$ cat src/rtl/puzzle_regfile_p_pkg.sv
// Shared constants for the sliding-puzzle datapath: fixed register roles
// and the default start/solved boards (6 cells x 3 bits).
package puzzle_pkg;
  localparam int BOARD_IDX = 0;
  localparam int CNT_IDX   = 1;
  localparam int ORD_IDX   = 2;
  localparam int CELL_W    = 3;
  localparam int CELLS     = 6;
  localparam int BOARD_W_DEF = CELL_W * CELLS;

  localparam logic [BOARD_W_DEF-1:0] INIT_DEF = 18'b100_011_010_001_101_000;
  localparam logic [BOARD_W_DEF-1:0] GOAL_DEF = 18'b001_010_011_100_101_000;
endpackage

$ cat src/rtl/puzzle_regfile_p_if.sv
// Register-file access bundle: one write port, NUM_RD packed read ports,
// restart strobe and the always-visible counter/order/goal outputs.
interface puzzle_regfile_p_if #(
  parameter int DATA_W = 40,
  parameter int AW     = 4,
  parameter int NUM_RD = 2
);
  logic                     we;
  logic [AW-1:0]            dst;
  logic [DATA_W-1:0]        wdata;
  logic [NUM_RD*AW-1:0]     src;
  logic [NUM_RD*DATA_W-1:0] rdata;
  logic                     restart;
  logic [DATA_W-1:0]        cnt;
  logic [DATA_W-1:0]        ord;
  logic                     comp;

  modport master (
    output we, dst, wdata, src, restart,
    input  rdata, cnt, ord, comp
  );
  modport slave (
    input  we, dst, wdata, src, restart,
    output rdata, cnt, ord, comp
  );
endinterface

$ cat src/rtl/puzzle_regfile_p.sv
// Puzzle register file: combinational reads, one synchronous write, hardware
// move counter on board changes, registered goal flag and one-cycle restart.
module puzzle_regfile_p
  import puzzle_pkg::*;
#(
  parameter int DATA_W  = 40,
  parameter int DEPTH   = 16,
  parameter int NUM_RD  = 2,
  parameter int BOARD_W = 18,
  parameter bit BYPASS  = 1'b0,
  parameter logic [BOARD_W-1:0] INIT = BOARD_W'(INIT_DEF),
  parameter logic [BOARD_W-1:0] GOAL = BOARD_W'(GOAL_DEF)
) (
  input logic             clk,
  input logic             rst_n,
  puzzle_regfile_p_if.slave bus
);
  localparam int AW = $clog2(DEPTH);
  localparam logic [AW-1:0] B_A = AW'(BOARD_IDX);
  localparam logic [AW-1:0] C_A = AW'(CNT_IDX);
  localparam logic [AW-1:0] O_A = AW'(ORD_IDX);

  logic [DATA_W-1:0] regs [DEPTH];
  logic              comp_q;
  logic [BOARD_W-1:0] board_cur, board_nxt;
  logic              board_wr, board_chg, cnt_sat, inc;

  // Shared board logic: change detect feeds the counter, next-board feeds comp.
  assign board_cur = regs[B_A][BOARD_W-1:0];
  assign board_wr  = bus.we && (bus.dst == B_A);
  assign board_chg = bus.wdata[BOARD_W-1:0] != board_cur;
  assign cnt_sat   = &regs[C_A];
  assign inc       = board_wr && board_chg && !cnt_sat;

  always_comb begin
    board_nxt = board_cur;
    if (!rst_n || bus.restart)
      board_nxt = INIT;
    else if (board_wr)
      board_nxt = bus.wdata[BOARD_W-1:0];
  end

  always_ff @(posedge clk) begin
    if (!rst_n) begin
      for (int i = 0; i < DEPTH; i++)
        regs[i] <= (i == BOARD_IDX) ? DATA_W'(INIT) : '0;
    end else if (bus.restart) begin
      regs[B_A] <= DATA_W'(INIT);
      regs[C_A] <= '0;
      regs[O_A] <= '0;
    end else begin
      if (bus.we)
        regs[bus.dst] <= bus.wdata;
      // inc implies dst is the board, so it never collides with a reg1 write
      if (inc)
        regs[C_A] <= regs[C_A] + DATA_W'(1);
    end
    comp_q <= (board_nxt == GOAL);
  end

  logic [NUM_RD-1:0][DATA_W-1:0] rd;

  for (genvar p = 0; p < NUM_RD; p++) begin : g_rd
    logic [AW-1:0] a;
    assign a = bus.src[p*AW +: AW];
    if (BYPASS) begin : g_byp
      // Write data is forwarded only when the write will actually land.
      assign rd[p] = (bus.we && !bus.restart && rst_n && (a == bus.dst))
                     ? bus.wdata : regs[a];
    end else begin : g_nobyp
      assign rd[p] = regs[a];
    end
  end

  assign bus.rdata = rd;
  assign bus.cnt   = regs[C_A];
  assign bus.ord   = regs[O_A];
  assign bus.comp  = comp_q;
endmodule

$ cat src/flat_wrapper.sv
// flat-port wrapper written by rule: the top's interface ports become plain ports
module puzzle_regfile_p_flat import puzzle_pkg::*;
#(
  parameter int DATA_W  = 40,
  parameter int DEPTH   = 16,
  parameter int NUM_RD  = 2,
  parameter int BOARD_W = 18,
  parameter bit BYPASS  = 1'b0,
  parameter logic [BOARD_W-1:0] INIT = BOARD_W'(INIT_DEF),
  parameter logic [BOARD_W-1:0] GOAL = BOARD_W'(GOAL_DEF)
)
  (clk, rst_n, bus_we, bus_dst, bus_wdata, bus_src, bus_restart, bus_rdata, bus_cnt, bus_ord, bus_comp);
  puzzle_regfile_p_if #(.DATA_W(DATA_W), .AW(4), .NUM_RD(NUM_RD)) bus_i ();
  input logic clk;
  input logic rst_n;
  input wire logic [$bits(bus_i.we)-1:0] bus_we;
  input wire logic [$bits(bus_i.dst)-1:0] bus_dst;
  input wire logic [$bits(bus_i.wdata)-1:0] bus_wdata;
  input wire logic [$bits(bus_i.src)-1:0] bus_src;
  input wire logic [$bits(bus_i.restart)-1:0] bus_restart;
  output wire logic [$bits(bus_i.rdata)-1:0] bus_rdata;
  output wire logic [$bits(bus_i.cnt)-1:0] bus_cnt;
  output wire logic [$bits(bus_i.ord)-1:0] bus_ord;
  output wire logic [$bits(bus_i.comp)-1:0] bus_comp;
  assign bus_i.we = bus_we;
  assign bus_i.dst = bus_dst;
  assign bus_i.wdata = bus_wdata;
  assign bus_i.src = bus_src;
  assign bus_i.restart = bus_restart;
  assign bus_rdata = bus_i.rdata;
  assign bus_cnt = bus_i.cnt;
  assign bus_ord = bus_i.ord;
  assign bus_comp = bus_i.comp;
  puzzle_regfile_p #(.DATA_W(DATA_W), .DEPTH(DEPTH), .NUM_RD(NUM_RD), .BOARD_W(BOARD_W), .BYPASS(BYPASS), .INIT(INIT), .GOAL(GOAL)) u_core (.clk(clk), .rst_n(rst_n), .bus(bus_i));
endmodule
$ cat config.mk
export PLATFORM = sky130hd
export DESIGN_NAME = puzzle_regfile_p_flat
export DESIGN_NICKNAME = d
export VERILOG_FILES = /design/src/rtl/puzzle_regfile_p_pkg.sv /design/src/rtl/puzzle_regfile_p_if.sv /design/src/rtl/puzzle_regfile_p.sv /design/src/flat_wrapper.sv
export SDC_FILE = /design/constraint.sdc
export NUM_CORES = 1
export LEC_CHECK = 0
export CORE_MARGIN = 5
export CORE_UTILIZATION = 40
export DETAILED_ROUTE_END_ITERATION = 16
export PLACE_DENSITY = 0.67
export SLEW_MARGIN = 20
export SYNTH_ARGS = -nofsm -noshare
export SYNTH_HDL_FRONTEND = slang
export SYNTH_SLANG_ARGS = --single-unit
$ cat constraint.sdc
create_clock -name clk -period 4.9 [get_ports clk]
set_clock_uncertainty 0.1 [all_clocks]
set_input_delay 0.49 -clock clk [delete_from_list [all_inputs] [get_ports clk]]
set_output_delay 0.49 -clock clk [all_outputs]
set_load 0.005 [all_outputs]
* Word-level counts from Yosys, hierarchy flattened
Memories as Yosys holds them, arrays and structs flattened.
Index checks and enable logic that the tools add are counted.
** Storage, ports and cells
- Flip-flop bits (word level) :: 1
- Bits in writable memories :: 640
- Input bits :: 56
- Output and inout port bits :: 161
- Word-level logic and storage cells :: 39
- Memories :: 1
** Operators by class
- Add/sub/neg operators :: 1
- Eq/ne operators :: 2
- Multiplexer cells :: 21
- Bitwise gates (word level) :: 4
- Reductions and logical operators :: 9
** Memory list
- u_core.regs :: words 16, bits a word 40, read ports 5, clocked after memory_dff 0, write ports 16, RTL line puzzle_regfile_p.sv:23 : logic [DATA_W-1:0] regs [DEPTH];
** Operators with widths (count)
- 40-bit 2-to-1 mux :: 5
- 40-bit by 1-bit adder with 40-bit output (second input constant) :: 1
- 40-bit AND reduction :: 1
- 40-bit OR reduction :: 1
- 18-bit 2-to-1 mux :: 2
- 18-bit by 16-bit equality test with 1-bit output (second input constant) :: 1
- 18-bit != test :: 1
- 1-bit 2-to-1 mux :: 13
- 4-bit logical NOT :: 1
- 4-bit 2-to-1 mux :: 1
- 1-bit bitwise OR :: 4
- 1-bit logical AND :: 3
- 1-bit logical NOT :: 2
- 1-bit logical OR :: 1

* Longest topological paths before layout
- Word-level depth :: 9
- Mapped depth :: 8
- Depth with buffers taken out :: 7

* Worst setup path before layout
OpenSTA, ideal clock, no wires.
- Path type :: in2reg
- Start point :: input rst_n
- End point :: memory u_core.regs[15][0] (enable)
- Library setup time :: 0.493 ns
- Arrival time :: 3.865 ns
- Data required time :: 4.307 ns
- Setup slack :: 0.442 ns
- Stages :: 4
- Path buffers :: 1
- Cells stage by stage :: nor2b_1 buf_2 nand4_1 o21ai_0
** RTL lines
- start, declared :: RTL line flat_wrapper.sv:15 : input logic rst_n;
- end, declared :: RTL line puzzle_regfile_p.sv:23

* Final worst setup path
- Start point :: input bus_src[0]
- End point :: output bus_rdata[9]
** On the way
- Longest elaborated chain between the ends :: 1
** Ends and longest elaborated chain
- start, declared :: RTL line flat_wrapper.sv:19 : input wire logic [$bits(bus_i.src)-1:0] bus_src;
- memory 16 x 40 bit
- end, declared :: RTL line flat_wrapper.sv:21 : output wire logic [$bits(bus_i.rdata)-1:0] bus_rdata;
Every way passes these cells.

==> reports/results.ini <==
[place]
place_inst=3370
finalWeightedCongestion=0.810
dp_worst_setup_slack_ps=1020
place_hpwl_um=70200
placement.io_buffers=216

[timing]
achievable_frequency_ghz=0.279
tightestPinTransition_ps=1130
timing.final.ws_setup_ps=1310
post-route-period-util_pct=73.2
setup_violations=0
rsz0062_at_grt=no
slew-limit-headroom_pct=24.9
fin_crit_ps=3590
setup_tns_ps=0
slew_violations=0
final_hold_viol_count=0

[route]
drt_wl_total_um=115000
routed-via-count=21700
route.detailed.vias_per_inst=6.21
1st_iter_drt_viols=2867
final_antenna_net_count=0
detail_route.wl_per_cell_um=32.9
first_pass_iters=5
drc_errors=0

[setup_path]
slowest_stage=mux4_2
critPathTopFamily=buffers and inverters
rrSetupSlack_ps=1690
setup.worst_path.start=bus_src[0]
timing.setup.critical_path_class=in -> out
slowest_delay_ps=560
critical_path.startpoint_type=input port
r2r_start=u_core.regs[1][12]$_DFFE_PP_
worst_r2r_endpoint=u_core.regs[1][13]$_DFFE_PP_
path_max_fanout=43
reg2reg_depth=6
crit_top_cell=mux4_2
timing.critical_path.cells=buf_8 -> buf_4 -> mux4_2 -> mux4_2 -> clkdlybuf4s50_1
cp_data_required_time_ps=4310
critical_path.n_buffers_inverters=3
worstSetupEndpointType=output port
cp_data_arrival_time_ps=3000

[hold_path]
worstHoldPathType=in -> reg
hp-start=bus_wdata[9]
timing.hold.worst_endpoint=u_core.regs[1][9]$_DFFE_PP_
holdPathStages=4

[clock_tree]
cts_max_path_buffers=3
cts_sinks=641
cts_stage_hold_buffer_count=0
clk_root_buffer_cell=clkbuf_16
post_cts_resize_count=0
worst_setup_hold_path_clk_slew_ps=60
cts_htree_levels=3
post-cts-setup-buffer-count=0
cts_tree=yes
tritoncts.num_buffers=69
clock_latency_ps=620

[yosys]
synth_top_cells_by_area=edfxtp_1 55%, mux4_2 26%, and2_1 11%
synthFlopType=edfxtp_1
synth-seq-area-share_pct=55.5
post_synth_inst_count=2122
synth_seq_cells=641
synth.top_cell.area_share_pct=55.5
syn-mean-instance-area_um2=16.3
yosys_warnings=0
mappedNetlistArea_um2=34700
synth_edf_count=640
synthMostInstantiatedCell=edfxtp_1
async_reset_ff_share_pct=0
synth_commonest_cells=640 x edfxtp_1, 595 x and2_1, 400 x mux4_2
synth_cell_types=39
yosysTopAreaCell=edfxtp_1
synth_fp_nets=2179

[job]
maxCapViolCount=0

[floorplanning]
start_util_pct=40.1
io_pins=217
fp-row-count=108
fp.coreArea_um2=86300
die_area_um2=92600
dieWidth_um=304
height_of_the_die_um=304

[global_routing]
global_route.overflow_total=0
antenna_violations_before_repair=12
grt_max_degree=61
grt_usage_pct=24.4
grt_first_pass_wirelength_um=165000
grt_pass1_vias=22500

[status]
result_of_the_run=completed

[layout]
fraction_of_final_layout_cells_sized_beyond_drive_strength_1_pct=27.1
utilization_pct=47.2
area_growth_syn_to_layout_pct=17.5
fin_cells=3499
number_of_nets_in_the_final_layout=2343

[pwr]
total_power_mw=13.7
power.ir.vdd_worst_mv=0.247
p_per_cell_area_nw_per_um2=335
leak_pwr_nw=13.5

## layout make-up
| class | count | area (µm²) |
|---|---|---|
| clock buffers | 85 | 1850 |
| clock inverters | 41 | 422 |
| well taps | 1155 | 1450 |
| fillers | 7179 | 45600 |
| repair buffers | 304 | 3110 |
| inverters | 1 | 3.75 |
| diodes | 3 | 7.51 |
| multi-input cells | 1269 | 14700 |
| flip-flops and latches | 641 | 19200 |
## through the flow
step,hold slack [ps],instance area (µm²)
final,650,40700
after global routing,675,40700
after CTS,613,40700
after detailed placement,703,38400
after global placement,714,38400
after floorplan,553,34700
## cells in the final DEF, fill, tap and decap left out, types with 13 or more instances in the layout
cell / synthesis / layout
edfxtp_1: 640 / 640
clkbuf_16: 0 / 72
clkdlybuf4s50_1: 0 / 208
o21ai_1: 39 / 39
clkbuf_1: 147 / 13
clkinv_2: 0 / 13
and2_1: 595 / 595
nand4_1: 17 / 17
clkinv_1: 0 / 13
xnor2_1: 29 / 29
mux4_2: 400 / 400
nand3_1: 15 / 15
buf_12: 0 / 23
nand2_1: 56 / 55
buf_4: 0 / 67
xor2_1: 27 / 27
## routing by layer
metal	routed length, µm	vias to the layer above	part of all wire [%]	GRT usage [%]
met2	57600	1350	50	41.3
li1	-	8612	-	-
met1	42200	11500	37	31.8
met4	4170	6	3.6	8.71
met3	11200	218	9.7	4.69
met5	38	-	0.033	0
## worst min-delay path: stages
cell and delay [ps]:
clkdlybuf4s50_1 390, buf_4 190, nand2_1 70, o21ai_1 60
## sequential cells by signal (all words and copies together), names as in the netlist
register	count
u_core.bus.comp	1
u_core.regs	640
## how the worst max path moves through the flow
stage / endpoint / slack [ps] / depth (start not counted)
4_1_cts: bus_rdata[9] / 1280 / 5
6_report: bus_rdata[9] / 1310 / 5
5_1_grt: bus_rdata[19] / 1190 / 5
3_3_place_gp: u_core.regs[1][14]$_DFFE_PP_ / 1110 / 6
3_5_place_dp: u_core.regs[1][22]$_DFFE_PP_ / 1020 / 6
2_1_floorplan: u_core.regs[15][0]$_SDFFCE_PN0P_ / 440 / 4
## power by group
group	internal, mW	switching, mW	total (mW)
Combinational	0.929	0.834	1.76
Sequential	6.33	0.218	6.54
Clock	3.12	2.24	5.35
Total	10.4	3.29	13.7
## cells by family (layout without fill, tap and decap cells)
| group | Yosys count | after routing | synth area share (%) |
|---|---|---|---|
| fa+ha+maj | 1 | 1 | 0.0361 |
| other cells | 0 | 3 | 0 |
| compound gates | 53 | 53 | 0.794 |
| simple gates | 759 | 759 | 13.3 |
| flops | 641 | 641 | 55.5 |
| mux | 400 | 400 | 26.0 |
| buf+inv | 212 | 431 | 2.93 |
| xor+xnor | 56 | 56 | 1.42 |
(Power assumes the default switching activity.)
